## config.mk

```make
export PLATFORM = sky130hd
export DESIGN_NAME = uart_frame_buffer
export DESIGN_NICKNAME = d
export VERILOG_FILES = /design/src/rtl/uart_pkg.sv /design/src/rtl/uart_gap_timer.sv /design/src/rtl/uart_frame_buffer.sv
export SDC_FILE = /design/constraint.sdc
export NUM_CORES = 1
export LEC_CHECK = 0
export ABC_CLOCK_PERIOD_IN_PS = 6700
export CAP_MARGIN = 0
export CORE_MARGIN = 1
export CORE_UTILIZATION = 60
export DETAILED_ROUTE_END_ITERATION = 10
export PLACE_DENSITY_LB_ADDON = 0.12
export SYNTH_ARGS = -nofsm -noshare
export SYNTH_HDL_FRONTEND = slang
export SYNTH_HIERARCHICAL = 1
export SYNTH_SLANG_ARGS = --single-unit
```

## constraint.sdc

```tcl
create_clock -name clk -period 6.7 [get_ports clk]
set_input_delay 1.675 -clock clk [delete_from_list [all_inputs] [get_ports clk]]
set_output_delay 1.675 -clock clk [all_outputs]
set_load 0.01 [all_outputs]
```

## src/rtl/uart_pkg.sv

```systemverilog
// Shared encodings for the UART frame buffer: FSM states, replay modes and
// the default frame terminator.
package uart_pkg;

  typedef enum logic [1:0] {
    ST_IDLE      = 2'b00,
    ST_RECV      = 2'b01,
    ST_SEND_REQ  = 2'b10,
    ST_SEND_WAIT = 2'b11
  } state_t;

  typedef enum logic [1:0] {
    MODE_ECHO    = 2'b00,
    MODE_REV     = 2'b01,
    MODE_INC     = 2'b10,
    MODE_DISCARD = 2'b11
  } mode_t;

  localparam logic [7:0] DEFAULT_TERM = 8'h0D;

endpackage

```

## src/rtl/uart_gap_timer.sv

```systemverilog
// Inter-byte gap timer: counts enabled idle cycles since the last clear and
// pulses expire on the TIMEOUT-th one. TIMEOUT = 0 never expires.
module uart_gap_timer #(
  parameter int unsigned TIMEOUT = 100000
) (
  input  logic clk,
  input  logic rst_n,
  input  logic clear,
  input  logic enable,
  output logic expire
);

  localparam int unsigned CW = (TIMEOUT > 1) ? $clog2(TIMEOUT) : 1;
  localparam logic [CW-1:0] LAST = CW'(TIMEOUT - 1);

  logic [CW-1:0] count;

  // Saturates at LAST so a disabled or stalled timer never wraps.
  always_ff @(posedge clk or negedge rst_n) begin
    if (!rst_n) begin
      count <= '0;
    end else if (clear) begin
      count <= '0;
    end else if (enable && count != LAST) begin
      count <= count + 1'b1;
    end
  end

  assign expire = (TIMEOUT != 0) && enable && (count == LAST);

endmodule

```

## src/rtl/uart_frame_buffer.sv

```systemverilog
// Frame store-and-forward between UART rx and tx: gathers a frame (full,
// terminator or gap timeout), then replays it as echo/reverse/increment/discard.
module uart_frame_buffer
  import uart_pkg::*;
#(
  parameter int unsigned       DATA_W   = 8,
  parameter int unsigned       DEPTH    = 8,
  parameter int unsigned       ADDR_W   = 3,
  parameter bit                USE_TERM = 1'b1,
  parameter logic [DATA_W-1:0] TERM     = DATA_W'(DEFAULT_TERM),
  parameter int unsigned       TIMEOUT  = 100000
) (
  input  logic              clk,
  input  logic              rst_n,
  input  logic              rx_valid,
  input  logic [DATA_W-1:0] rx_data,
  output logic              tx_start,
  output logic [DATA_W-1:0] tx_data,
  input  logic              tx_done,
  input  logic [1:0]        mode,
  input  logic [ADDR_W-1:0] view_idx,
  output logic [DATA_W-1:0] view_data,
  output logic [ADDR_W:0]   frame_len,
  output logic              busy,
  output logic              overrun,
  output logic [15:0]       frame_count
);

  localparam int unsigned LW = ADDR_W + 1;

  state_t              state, state_nxt;
  mode_t               mode_q;
  logic [DATA_W-1:0]   mem [DEPTH];
  logic [ADDR_W:0]     len;
  logic [ADDR_W-1:0]   ptr;
  logic [ADDR_W-1:0]   rev_idx, tx_idx, wr_addr;
  logic [DATA_W-1:0]   tx_raw;
  logic                is_term, byte_ok, full_next, last_byte;
  logic                expire, closing, store, frame_done, sending;

  assign is_term   = USE_TERM && (rx_data == TERM);
  assign byte_ok   = rx_valid && !is_term;
  assign full_next = (len + 1'b1) == LW'(DEPTH);
  assign last_byte = (LW'(ptr) + 1'b1) == len;
  assign sending   = (state == ST_SEND_REQ) || (state == ST_SEND_WAIT);

  uart_gap_timer #(
    .TIMEOUT(TIMEOUT)
  ) u_gap_timer (
    .clk   (clk),
    .rst_n (rst_n),
    .clear (rx_valid || (state != ST_RECV)),
    .enable((state == ST_RECV) && !rx_valid),
    .expire(expire)
  );

  always_ff @(posedge clk or negedge rst_n) begin
    if (!rst_n) state <= ST_IDLE;
    else        state <= state_nxt;
  end

  always_comb begin
    state_nxt = state;
    case (state)
      ST_IDLE: begin
        if (byte_ok) state_nxt = ST_RECV;
      end
      ST_RECV: begin
        if (rx_valid) begin
          if (is_term || full_next) state_nxt = ST_SEND_REQ;
        end else if (expire) begin
          state_nxt = ST_SEND_REQ;
        end
      end
      ST_SEND_REQ: begin
        state_nxt = (mode_q == MODE_DISCARD) ? ST_IDLE : ST_SEND_WAIT;
      end
      ST_SEND_WAIT: begin
        if (tx_done) state_nxt = last_byte ? ST_IDLE : ST_SEND_REQ;
      end
      default: state_nxt = ST_IDLE;
    endcase
  end

  assign closing    = (state == ST_RECV) && (state_nxt == ST_SEND_REQ);
  assign store      = byte_ok && ((state == ST_IDLE) || (state == ST_RECV));
  assign wr_addr    = (state == ST_IDLE) ? '0 : len[ADDR_W-1:0];
  assign frame_done = ((state == ST_SEND_REQ) && (mode_q == MODE_DISCARD)) ||
                      ((state == ST_SEND_WAIT) && tx_done && last_byte);

  always_ff @(posedge clk or negedge rst_n) begin
    if (!rst_n) begin
      for (int unsigned i = 0; i < DEPTH; i++) mem[i] <= '0;
    end else if (store) begin
      mem[wr_addr] <= rx_data;
    end
  end

  always_ff @(posedge clk or negedge rst_n) begin
    if (!rst_n) begin
      len         <= '0;
      ptr         <= '0;
      mode_q      <= MODE_ECHO;
      overrun     <= 1'b0;
      frame_count <= '0;
    end else begin
      if (store) len <= (state == ST_IDLE) ? LW'(1) : len + 1'b1;
      if (closing) begin
        mode_q <= mode_t'(mode);
        ptr    <= '0;
      end else if ((state == ST_SEND_WAIT) && tx_done && !last_byte) begin
        ptr <= ptr + 1'b1;
      end
      if (rx_valid && sending) overrun <= 1'b1;
      if (frame_done) frame_count <= frame_count + 16'd1;
    end
  end

  // len[ADDR_W-1:0] wraps to 0 for a full power-of-two frame; modulo math still yields len-1-ptr.
  assign rev_idx = len[ADDR_W-1:0] - ptr - 1'b1;
  assign tx_idx  = (mode_q == MODE_REV) ? rev_idx : ptr;
  assign tx_raw  = mem[tx_idx];

  assign tx_start  = (state == ST_SEND_REQ) && (mode_q != MODE_DISCARD);
  assign tx_data   = !sending ? '0 :
                     (mode_q == MODE_INC) ? tx_raw + DATA_W'(1) : tx_raw;
  assign view_data = (LW'(view_idx) < LW'(DEPTH)) ? mem[view_idx] : '0;
  assign frame_len = len;
  assign busy      = (state != ST_IDLE);

endmodule

```

==> results of run 1 <==
-- synthesized netlist by cell type, types with 2 or more instances --
library cell and number:
sky130_fd_sc_hd__o21bai_1 2, sky130_fd_sc_hd__a21o_1 2, sky130_fd_sc_hd__nor4_2 2, sky130_fd_sc_hd__buf_1 3, sky130_fd_sc_hd__ha_1 6, sky130_fd_sc_hd__nand2b_1 3
sky130_fd_sc_hd__buf_2 6, sky130_fd_sc_hd__or3_4 2, sky130_fd_sc_hd__a211oi_1 14, sky130_fd_sc_hd__clkbuf_1 13, sky130_fd_sc_hd__xor2_1 11, sky130_fd_sc_hd__mux2_1 14
sky130_fd_sc_hd__nand4_1 7, sky130_fd_sc_hd__nor2_1 37, sky130_fd_sc_hd__nand3b_1 3, sky130_fd_sc_hd__mux4_2 23, sky130_fd_sc_hd__and2_1 12, sky130_fd_sc_hd__o31ai_1 2
sky130_fd_sc_hd__nor2b_1 5, sky130_fd_sc_hd__nand2_1 38, sky130_fd_sc_hd__o22ai_1 2, sky130_fd_sc_hd__and3_1 9, sky130_fd_sc_hd__inv_1 16, sky130_fd_sc_hd__o2111ai_1 4
sky130_fd_sc_hd__xnor2_1 24, sky130_fd_sc_hd__o21ai_0 7, sky130_fd_sc_hd__nor3_1 9, sky130_fd_sc_hd__buf_6 2, sky130_fd_sc_hd__mux2i_1 24, sky130_fd_sc_hd__a31oi_1 2
sky130_fd_sc_hd__a21oi_1 20, sky130_fd_sc_hd__dfrtp_1 109, sky130_fd_sc_hd__mux2_2 68, sky130_fd_sc_hd__nand3_1 26, sky130_fd_sc_hd__nor4_1 4, sky130_fd_sc_hd__o21ai_1 5
-- sequential cells by signal, indices dropped and copies added, names as in the netlist --
register and count:
u_gap_timer/count 17, frame_count 16, frame_len 4, state 2, mode_q 2, mem 64, ptr 3, overrun 1
-- report_power, final --
part / switching, mW / internal (mW) / leakage [nW] / total, mW
clock network: 0.240 / 0.140 / 0.0842 / 0.380
registers: 0.240 / 0.855 / 1.42 / 1.10
logic: 0.748 / 0.830 / 1.59 / 1.58
total: 1.23 / 1.83 / 3.09 / 3.05
-- per-stage QoR --
step	hold WS (ns)	setup WS (ns)	power [mW]	util (%)	std cells
3_5_place_dp	0.456	0.794	2.67	68.4	735
3_3_place_gp	0.441	0.879	2.62	68.4	735
6_report	0.474	0.328	3.05	70.1	751
4_1_cts	0.479	0.331	3.06	70.1	751
5_1_grt	0.508	0.125	3.26	70.1	751
2_1_floorplan	0.477	1.61	2.19	-	562
-- placed cells by master, fill, tap and decap left out, types with 7 or more instances in the layout --
cell type                         count
sky130_fd_sc_hd__mux2i_1             24
sky130_fd_sc_hd__mux2_2              68
sky130_fd_sc_hd__nor2_1              37
sky130_fd_sc_hd__buf_4                7
sky130_fd_sc_hd__a21oi_1             20
sky130_fd_sc_hd__dfrtp_1            109
sky130_fd_sc_hd__clkbuf_8             9
sky130_fd_sc_hd__inv_1               16
sky130_fd_sc_hd__and3_1               9
sky130_fd_sc_hd__o21ai_0              7
sky130_fd_sc_hd__and2_1              12
sky130_fd_sc_hd__mux4_2              23
sky130_fd_sc_hd__nand4_1              7
sky130_fd_sc_hd__xor2_1              11
sky130_fd_sc_hd__nand2_1             38
sky130_fd_sc_hd__mux2_1              14
sky130_fd_sc_hd__clkdlybuf4s50_1     54
sky130_fd_sc_hd__a211oi_1            14
sky130_fd_sc_hd__nand3_1             26
sky130_fd_sc_hd__xnor2_1             24
sky130_fd_sc_hd__nor3_1               9
-- final timing paths --
path / end / slack [ns] / cells past startpoint
worst min-delay path: overrun / 0.47 / 1
max in group asynchronous: frame_count[13] / 4.20 / 2
worst max-delay path: tx_data[6] / 0.33 / 9
min in group asynchronous: mem[11] / 1.25 / 1
worst min register to register: overrun / 0.47 / 1
worst max register to register: frame_count[14] / 3.59 / 8
-- cell families (layout without fill, tap and decap cells) --
| kind of cell | after synthesis | after routing |
|---|---|---|
| muxes | 130 | 130 |
| DFF | 109 | 109 |
| adders and majority gates | 7 | 7 |
| xor gates and xnor gates | 35 | 35 |
| and+or+nand+nor | 171 | 171 |
| buffers and inverters | 41 | 94 |
| AOI/OAI and AO/OA | 69 | 69 |
-- worst register-to-register path, cell delays in order, from the launching register on --
cell and delay (ns):
sky130_fd_sc_hd__dfrtp_1 0.56, sky130_fd_sc_hd__inv_1 0.28, sky130_fd_sc_hd__ha_1 0.57, sky130_fd_sc_hd__a211oi_1 0.25, sky130_fd_sc_hd__nand2_1 0.13, sky130_fd_sc_hd__o22ai_1 0.54
sky130_fd_sc_hd__and3_1 0.36, sky130_fd_sc_hd__and3_1 0.21, sky130_fd_sc_hd__xor2_1 0.14
-- layer usage --
metal  vias to the layer above  share of wire (%)  wire length, um  track usage (%)
li1                       2172                  -                -                -
met5                         -                  0                0                0
met1                      2353                 44             6500             38.8
met3                        20                6.1              890             8.23
met2                       142                 47             6920             45.3
met4                         0                2.3              336             9.15
-- layout make-up --
type	instances	area share, %
Inverter	17	0.881
Clock inverter	7	0.777
Multi-Input combinational cell	412	48.4
Sequential cell	109	37.7
Clock buffer	9	1.71
Tap cell	136	2.35
Timing Repair Buffer	61	8.19
==> results.py, run 1 <==
metrics = {
    "synth": {
        "synth_sequential_area_ratio_pct": 42.5,
        "syn_avg_cell_area_um2": 11.4,
        "netlist.area_leader.share_pct": 42.5,
        "synth-simple-area-share_pct": 14.7,
        "syn_inst": 562,
        "postSynth.asyncResetShare_pct": 100,
        "synth_edf_count": 0,
        "synth_compound_area_share_pct": 7.34,
        "synthAdderAreaFrac_pct": 1.48,
        "ys.warnings.count": 6,
        "synth.mux.area_fraction_pct": 26.4,
        "synth.lib_cells_used.distinct": 62,
        "yosys_register_bits": 109,
        "synth_xor_xnor_area_share_pct": 4.78,
        "ys_dominant_reg_cell": "sky130_fd_sc_hd__dfrtp_1",
        "synth_top_family_by_area": "multiplexers",
        "ys_top_cells_by_area": "sky130_fd_sc_hd__dfrtp_1 (43%), sky130_fd_sc_hd__mux2_2 (12%), sky130_fd_sc_hd__mux4_2 (8.1%), sky130_fd_sc_hd__mux2i_1 (3.7%), sky130_fd_sc_hd__xnor2_1 (3.3%)",
        "synth.net_count": 586,
        "synth.cell_area_mm2": 0.00641,
        "yosysTopAreaCell": "sky130_fd_sc_hd__dfrtp_1",
    },
    "sta": {
        "timing_hold_violations_final": 0,
        "setup_repair_after_global_routing_missed_its_margin": "no",
        "maxClockFrequency_mhz": 157,
        "finalCriticalPeriod_ns": 6.37,
        "fin_worst_skew_ns": 0.0115,
        "totalNegativeSetupSlack_ns": 0,
        "finalSetupViolations": 0,
        "timing.final.crit_share_pct": 95.1,
        "slew_violations": 0,
        "slew_headroom_pct": 24.2,
        "worstMarginPinSlew_ns": 1.13,
    },
    "routing": {
        "dr.first_iter.drc_count": 273,
        "residual_drc_count": 0,
        "wl_per_cell_um": 19.5,
        "vias_per_cell": 6.24,
        "route.final.wire_length_um": 14600,
        "ant_nets": 0,
        "first_pass_iters": 6,
        "vias": 4687,
    },
    "layout": {
        "design_area_mm2": 0.00724,
        "diodes": 0,
        "filler_cell_count": 744,
        "final_nets": 634,
        "synthToLayoutAreaGrowth_pct": 13.0,
        "area_used_by_multi_input_combinational_logic_mm2": 0.00351,
        "sequential_cell_area_mm2": 0.00273,
        "post_route_cells_drive_above_1_share_pct": 21.1,
    },
    "cts": {
        "hold_buffers": 0,
        "cts_tree": "yes",
        "cts_buffers": 9,
        "clock_transition_at_path_regs_ns": 0.10,
        "cts_num_sinks": 109,
        "clk-insertion-delay-late_ns": 0.40,
        "max-clock-path-buffers": 2,
        "buffer_count_from_post_cts_setup_fixing": 0,
        "clk_root_buffer_cell": "sky130_fd_sc_hd__clkbuf_8",
        "cts_max_level": 3,
        "cts-resized-gates": 0,
    },
    "global_routing": {
        "via_count_of_the_first_global_routing_pass": 4722,
        "first_pass_grt_wire_length_um": 24300,
        "antenna_found_initial": 0,
        "global_route.usage.total_pct": 28.8,
        "globalRoute.totalOverflow": 0,
        "maximum_number_of_pins_on_one_net_before_global_route_repair": 69,
    },
    "critical_path": {
        "critPathMaxFanout": 13,
        "crit_type": "register to primary output",
        "path_cells": "inv_1 > ha_1 > fa_1 > mux2i_1 > mux2_2 > or3_4 > o31a_1 > nor3_1 > clkdlybuf4s50_1",
        "crit_path_start_kind": "register",
        "critical_path_buf_inv_count": 2,
        "worstSetupStartpoint": "ptr[0]",
        "arrival_ns": 4.70,
        "timing.critical_path.slowest_cell_delay_ns": 0.61,
        "critical_path.top_delay_family": "multiplexers",
        "timing.critical_path.to_type": "primary output",
        "regToRegStartpoint": "ptr[0]",
        "cp_slowest_cell": "sky130_fd_sc_hd__clkdlybuf4s50_1",
        "required_ns": 5.03,
    },
    "run_status": {
        "status": "complete, no violations",
    },
    "power_and_ir_drop": {
        "power.leakage_nw": 3.09,
        "power.ir.vdd_worst_mv": 0.309,
        "cellPowerDensity_mw_per_mm2": 422,
    },
    "floorplanning": {
        "core_region_area_mm2": 0.0103,
        "die_h_um": 105,
        "die_width_um": 105,
        "io-pin-count": 56,
        "core.rowCount": 37,
        "initial_core_util_pct": 62.1,
        "die_outline_area_mm2": 0.0111,
    },
    "job": {
        "timing.max_cap.violations": 0,
    },
    "placement": {
        "detailed_place.area_mm2": 0.00706,
        "final_replace_weighted_congestion": 0.903,
        "detailed_place_hpwl_um": 10400,
        "port_buffers": 55,
    },
    "min_path": {
        "hold_path_startpoint": "overrun",
        "holdCritPathClass": "register to register",
    },
}
Power figures use the tool's default switching activity.
==> inputs of run 2 (changes only) <==
--- a/config.mk
+++ b/config.mk
@@ -11,6 +11,7 @@
 export CORE_UTILIZATION = 60
 export DETAILED_ROUTE_END_ITERATION = 10
 export PLACE_DENSITY_LB_ADDON = 0.12
+export SLEW_MARGIN = 20
 export SYNTH_ARGS = -nofsm -noshare
 export SYNTH_HDL_FRONTEND = slang
 export SYNTH_HIERARCHICAL = 1
==> results.py, run 2 (synthesis results as in run 1) <==
metrics = {
    "run_status": {
        "status": "complete, no violations",
    },
    "critical_path": {
        "arrival_ns": 4.71,
        "required_ns": 5.03,
        "critPathMaxFanout": 18,
        "crit_type": "register to primary output",
        "path_cells": "inv_1 > ha_1 > fa_1 > xor2_1 > or3_4 > and2_4 > mux2i_1 > mux2_2 > or3_4 > o31a_1 > nor3_1 > clkdlybuf4s50_1",
        "worst-r2r-cell-count": 8,
        "timing.critical_path.to_type": "primary output",
        "timing.critical_path.slowest_cell_delay_ns": 0.61,
        "critical-path-top-cell-by-count": "sky130_fd_sc_hd__or3_4",
        "crit_path_start_kind": "register",
        "cp_slowest_cell": "sky130_fd_sc_hd__clkdlybuf4s50_1",
    },
    "cts": {
        "clock_transition_at_path_regs_ns": 0.10,
        "cts_tree": "yes",
        "cts_buffers": 9,
        "max-clock-path-buffers": 2,
        "clk-insertion-delay-late_ns": 0.40,
        "cts-resized-gates": 0,
        "cts_num_sinks": 109,
        "clk_root_buffer_cell": "sky130_fd_sc_hd__clkbuf_8",
        "hold_buffers": 0,
        "buffer_count_from_post_cts_setup_fixing": 0,
        "cts_max_level": 3,
    },
    "sta": {
        "finalCriticalPeriod_ns": 6.38,
        "worstMarginPinSlew_ns": 0.848,
        "slew_headroom_pct": 43.4,
        "timing_hold_violations_final": 0,
        "timing.final.crit_share_pct": 95.2,
        "slew_violations": 0,
        "finalSetupViolations": 0,
        "fin_worst_skew_ns": 0.0121,
        "totalNegativeSetupSlack_ns": 0,
        "setup_repair_after_global_routing_missed_its_margin": "no",
        "maxClockFrequency_mhz": 157,
    },
    "layout": {
        "registers_with_the_highest_flip_flop_counts": "mem: 64 flops, u_gap_timer/count: 17 flops, frame_count: 16 flops",
        "synthToLayoutAreaGrowth_pct": 13.0,
        "regMostFlops": "mem",
        "diodes": 0,
        "layout.cells.most_common": "sky130_fd_sc_hd__dfrtp_1",
        "post_route_cells_drive_above_1_share_pct": 21.3,
        "final_nets": 634,
        "design_area_mm2": 0.00725,
        "largest_register_ffs": 64,
        "final_cell_mix": "sky130_fd_sc_hd__dfrtp_1 (109), sky130_fd_sc_hd__mux2_2 (68), sky130_fd_sc_hd__clkdlybuf4s50_1 (54)",
    },
    "routing": {
        "wl_per_cell_um": 19.5,
        "vias": 4697,
        "route.final.wire_length_um": 14600,
        "residual_drc_count": 0,
        "ant_nets": 0,
        "vias_per_cell": 6.25,
        "first_pass_iters": 4,
        "dr.first_iter.drc_count": 291,
    },
    "global_routing": {
        "met2_usage_pct": 45.3,
        "globalRoute.totalOverflow": 0,
        "groute.layer.met3.usage_pct": 8.23,
        "grt.busiest_layer": "met2",
        "antenna_found_initial": 0,
        "grt.met1_usage_pct": 38.8,
        "maximum_number_of_pins_on_one_net_before_global_route_repair": 69,
        "first_pass_grt_wire_length_um": 24300,
        "via_count_of_the_first_global_routing_pass": 4722,
        "global_route.usage.total_pct": 28.8,
    },
    "placement": {
        "port_buffers": 55,
        "final_replace_weighted_congestion": 0.903,
        "detailed_place.area_mm2": 0.00706,
        "detailed_place_hpwl_um": 10400,
    },
    "floorplanning": {
        "die_h_um": 105,
        "die_width_um": 105,
        "io-pin-count": 56,
        "die_outline_area_mm2": 0.0111,
        "core_region_area_mm2": 0.0103,
        "core.rowCount": 37,
        "initial_core_util_pct": 62.1,
    },
    "power_and_ir_drop": {
        "power.ir.vdd_worst_mv": 0.309,
        "power.leakage_nw": 3.09,
        "power.total_mw": 3.06,
        "cellPowerDensity_mw_per_mm2": 422,
    },
    "min_path": {
        "holdCritPathClass": "register to register",
        "hold_path_depth": 1,
    },
    "job": {
        "timing.max_cap.violations": 0,
    },
}
run 2: cell counts in the layout (fill, tap and decap cells not counted):
Identical to the previous run, type by type.
run 2: worst paths after layout:
path                       startpoint  slack [ns]         endpoint
hold / removal                overrun        0.47          overrun
hold reg to reg               overrun        0.47          overrun
setup reg to reg               ptr[0]        3.59  frame_count[14]
max in group asynchronous       rst_n        4.20  frame_count[13]
min in group asynchronous       rst_n        1.25          mem[11]
setup / recovery               ptr[0]        0.32       tx_data[6]
run 2: area by class of cell:
| cell class | count | area [um2] |
|---|---|---|
| Fill cell | 746 | 3080 |
| Tap cell | 136 | 170 |
| Inverter | 17 | 63.8 |
| Clock inverter | 7 | 56.3 |
| Timing Repair Buffer | 61 | 593 |
| Sequential cell | 109 | 2730 |
| Clock buffer | 9 | 124 |
| Multi-Input combinational cell | 412 | 3510 |
run 2: metrics by stage:
stage | hold WS [ns] | util, % | std cells | setup slack, ns
floorplan | 0.477 | - | 562 | 1.61
global placement | 0.441 | 68.4 | 735 | 0.879
detailed placement | 0.456 | 68.4 | 735 | 0.794
CTS | 0.479 | 70.1 | 751 | 0.331
global route | 0.508 | 70.2 | 751 | 0.125
finish | 0.474 | 70.2 | 751 | 0.318
run 2: power by group:
group | leakage [nW] | switching [mW] | total (mW) | internal [mW]
logic | 1.59 | 0.750 | 1.58 | 0.831
clock network | 0.0842 | 0.241 | 0.381 | 0.140
registers | 1.42 | 0.240 | 1.10 | 0.855
run 2: per-layer routing:
metal  part of all wire (%)  up-vias  wire (um)
met2                     47      141       6950
met3                    6.0       20        883
met1                     44     2367       6470
met4                    2.3        0        333
met5                      0        -          0
li1                       -     2169          -
run 2: worst max-delay path, delay by kind of cell, from the launching register on:
kind                     cells  cell delay [ns]
adder cells (fa/ha/maj)      2             0.65
flip-flops                   1             0.56
AND/OR/NAND/NOR              4             1.30
AO/OA/AOI/OAI                1             0.30
buffers and inverters        2             0.89
XOR/XNOR                     1             0.17
multiplexers                 2             0.44
==> inputs of run 3 (changes only) <==
--- a/config.mk
+++ b/config.mk
@@ -7,8 +7,11 @@
 export LEC_CHECK = 0
 export ABC_CLOCK_PERIOD_IN_PS = 6700
 export CAP_MARGIN = 0
+export CELL_PAD_IN_SITES_DETAIL_PLACEMENT = 0
+export CELL_PAD_IN_SITES_GLOBAL_PLACEMENT = 1
 export CORE_MARGIN = 1
-export CORE_UTILIZATION = 60
+export CORE_UTILIZATION = 52
+export CTS_BUF_LIST = sky130_fd_sc_hd__clkbuf_2
 export DETAILED_ROUTE_END_ITERATION = 10
 export PLACE_DENSITY_LB_ADDON = 0.12
 export SLEW_MARGIN = 20
==> constraint.sdc (replaced) <==
create_clock -name clk -period 6.7 [get_ports clk]
set_input_delay 1.675 -clock clk [delete_from_list [all_inputs] [get_ports clk]]
set_output_delay 1.675 -clock clk [all_outputs]
set_load 0.02 [all_outputs]
==> results.py, run 3 (synthesis results as in run 1) <==
metrics = {
    "run_status": {
        "status": "complete, no violations",
    },
    "layout": {
        "diodes": 0,
        "largest_register_ffs": 64,
        "synthToLayoutAreaGrowth_pct": 12.6,
        "registers_with_the_highest_flip_flop_counts": "mem: 64 flops, u_gap_timer/count: 17 flops, frame_count: 16 flops",
        "finalCoreUtilization_pct": 60.1,
        "final_cell_mix": "sky130_fd_sc_hd__dfrtp_1 (108), sky130_fd_sc_hd__mux2_2 (68), sky130_fd_sc_hd__clkdlybuf4s50_1 (54)",
        "final_nets": 636,
        "post_route_cells_drive_above_1_share_pct": 21.4,
        "regMostFlops": "mem",
        "layout.cells.most_common": "sky130_fd_sc_hd__dfrtp_1",
    },
    "min_path": {
        "min_delay_worst_endpoint": "frame_count[15]",
        "hold_path_startpoint": "frame_count[15]",
        "hold_path_depth": 1,
        "holdCritPathClass": "register to register",
    },
    "critical_path": {
        "timing.critical_path.to_type": "primary output",
        "setup.reg_to_reg.worst_slack_ns": 3.64,
        "rr_endpoint": "frame_count[9]",
        "crit_path_start_kind": "register",
        "arrival_ns": 4.76,
        "required_ns": 5.03,
        "critPathMaxFanout": 18,
        "worst-r2r-cell-count": 8,
        "regToRegStartpoint": "ptr[0]",
        "crit_type": "register to primary output",
    },
    "power_and_ir_drop": {
        "power.sequential.fraction_pct": 35.1,
        "power.ir.vdd_worst_mv": 0.316,
        "share_comb_of_total_power_pct": 54.9,
        "p_sw_share_pct": 42.7,
        "clock_power_share_pct": 10.0,
        "power.leakage_nw": 3.09,
        "power.switching_mw": 1.33,
        "cellPowerDensity_mw_per_mm2": 433,
        "internal_power_mw": 1.79,
    },
    "sta": {
        "slew_violations": 0,
        "totalNegativeSetupSlack_ns": 0,
        "setup_ws_ns": 0.263,
        "finalSetupViolations": 0,
        "finalCriticalPeriod_ns": 6.44,
        "slew_headroom_pct": 49.5,
        "timing_hold_violations_final": 0,
        "finalHoldWorstSlack_ns": 0.493,
        "maxClockFrequency_mhz": 155,
        "timing.final.crit_share_pct": 96.1,
        "setup_repair_after_global_routing_missed_its_margin": "no",
        "worstMarginPinSlew_ns": 0.755,
        "fin_worst_skew_ns": 0.0212,
    },
    "floorplanning": {
        "die_outline_area_mm2": 0.0128,
        "io-pin-count": 56,
        "die_h_um": 113,
        "core.rowCount": 40,
        "initial_core_util_pct": 53.4,
        "die_width_um": 113,
        "core_region_area_mm2": 0.0120,
    },
    "placement": {
        "preCtsSetupSlack_ns": 0.746,
        "final_replace_weighted_congestion": 0.895,
        "detailed_place_hpwl_um": 10900,
        "port_buffers": 55,
    },
    "global_routing": {
        "antenna_found_initial": 0,
        "globalRoute.totalOverflow": 0,
        "maximum_number_of_pins_on_one_net_before_global_route_repair": 56,
        "global_route.usage.total_pct": 26.5,
        "via_count_of_the_first_global_routing_pass": 4850,
        "first_pass_grt_wire_length_um": 25600,
    },
    "routing": {
        "wl_per_cell_um": 20.3,
        "ant_nets": 0,
        "vias_per_cell": 6.10,
        "vias": 4659,
        "first_pass_iters": 5,
        "residual_drc_count": 0,
        "dr.first_iter.drc_count": 332,
        "route.final.wire_length_um": 15500,
    },
    "cts": {
        "max-clock-path-buffers": 2,
        "cts_num_sinks": 109,
        "cts_tree": "yes",
        "cts_buffers": 9,
        "cts_max_level": 3,
        "clock_transition_at_path_regs_ns": 0.29,
        "hold_buffers": 0,
        "clk-insertion-delay-late_ns": 0.62,
        "clk_root_buffer_cell": "sky130_fd_sc_hd__clkbuf_2",
    },
    "job": {
        "timing.max_cap.violations": 0,
    },
}
==> run 3: cell types whose count changed in the layout (fill, tap and decap cells not counted), moves of 2 or more <==
cell                         before  now
sky130_fd_sc_hd__clkbuf_2         0    9
sky130_fd_sc_hd__buf_4            7    9
sky130_fd_sc_hd__clkbuf_8         9    0
sky130_fd_sc_hd__clkinv_1         1    3
sky130_fd_sc_hd__clkinvlp_4       3    0
sky130_fd_sc_hd__clkinv_4         0    2
==> run 3: timing repair <==
action,CTS,global route
setup buffers,0,2
setup endpoints to repair,1,5
pin swaps,0,0
resized for setup,1,2
==> run 3: through the flow <==
stage / std cells / cell area (um2) / power (mW)
floorplan: 562 / 6410 / 2.27
global placement: 746 / 7080 / 2.74
detailed placement: 746 / 7080 / 2.79
CTS: 762 / 7190 / 3.12
global route: 764 / 7220 / 3.35
finish: 764 / 7220 / 3.13
==> run 3: power by group through the flow <==
stage	logic (mW)	clock network, mW	registers [mW]
floorplan	1.25	0	1.03
finish	1.72	0.313	1.10
global route	1.86	0.351	1.13
global placement	1.64	0	1.10
detailed placement	1.68	0	1.11
CTS	1.69	0.328	1.10
==> run 3: final cells by class <==
cell class,instances,area [um2]
Timing Repair Buffer,63,608
Clock buffer,9,45.0
Clock inverter,7,72.6
Inverter,17,63.8
Multi-Input combinational cell,412,3520
Tap cell,147,184
Fill cell,1032,4790
Sequential cell,109,2730
==> run 3: how the worst max path moves through the flow <==
stage               cells after the start  slack (ns)          to          from
floorplan                              13        1.46  tx_data[6]        ptr[0]
global placement                       12        0.85  tx_data[7]        ptr[0]
detailed placement                     12        0.75  tx_data[7]        ptr[0]
CTS                                     9        0.08  tx_data[7]        ptr[0]
global route                           11        0.02  tx_data[7]  frame_len[0]
finish                                 11        0.26  tx_data[7]  frame_len[0]
==> run 3: critical path, cell delays in order (launching register included) <==
cell                              delay, ns
sky130_fd_sc_hd__dfrtp_1               0.61
sky130_fd_sc_hd__ha_1                  0.30
sky130_fd_sc_hd__fa_1                  0.38
sky130_fd_sc_hd__xor2_1                0.18
sky130_fd_sc_hd__or3_4                 0.38
sky130_fd_sc_hd__and2_4                0.26
sky130_fd_sc_hd__mux2i_1               0.14
sky130_fd_sc_hd__mux2_2                0.31
sky130_fd_sc_hd__or3_4                 0.41
sky130_fd_sc_hd__nor4_2                0.30
sky130_fd_sc_hd__mux2i_1               0.23
sky130_fd_sc_hd__clkdlybuf4s50_1       0.62
==> run 3: layer usage <==
metal  global-route usage, %  wire length, um  up-vias
met5                       0                0        -
met3                    7.07              945       31
met4                    10.0              403        0
li1                        -                -     2165
met2                    40.7             7160      147
met1                    36.1             7000     2316
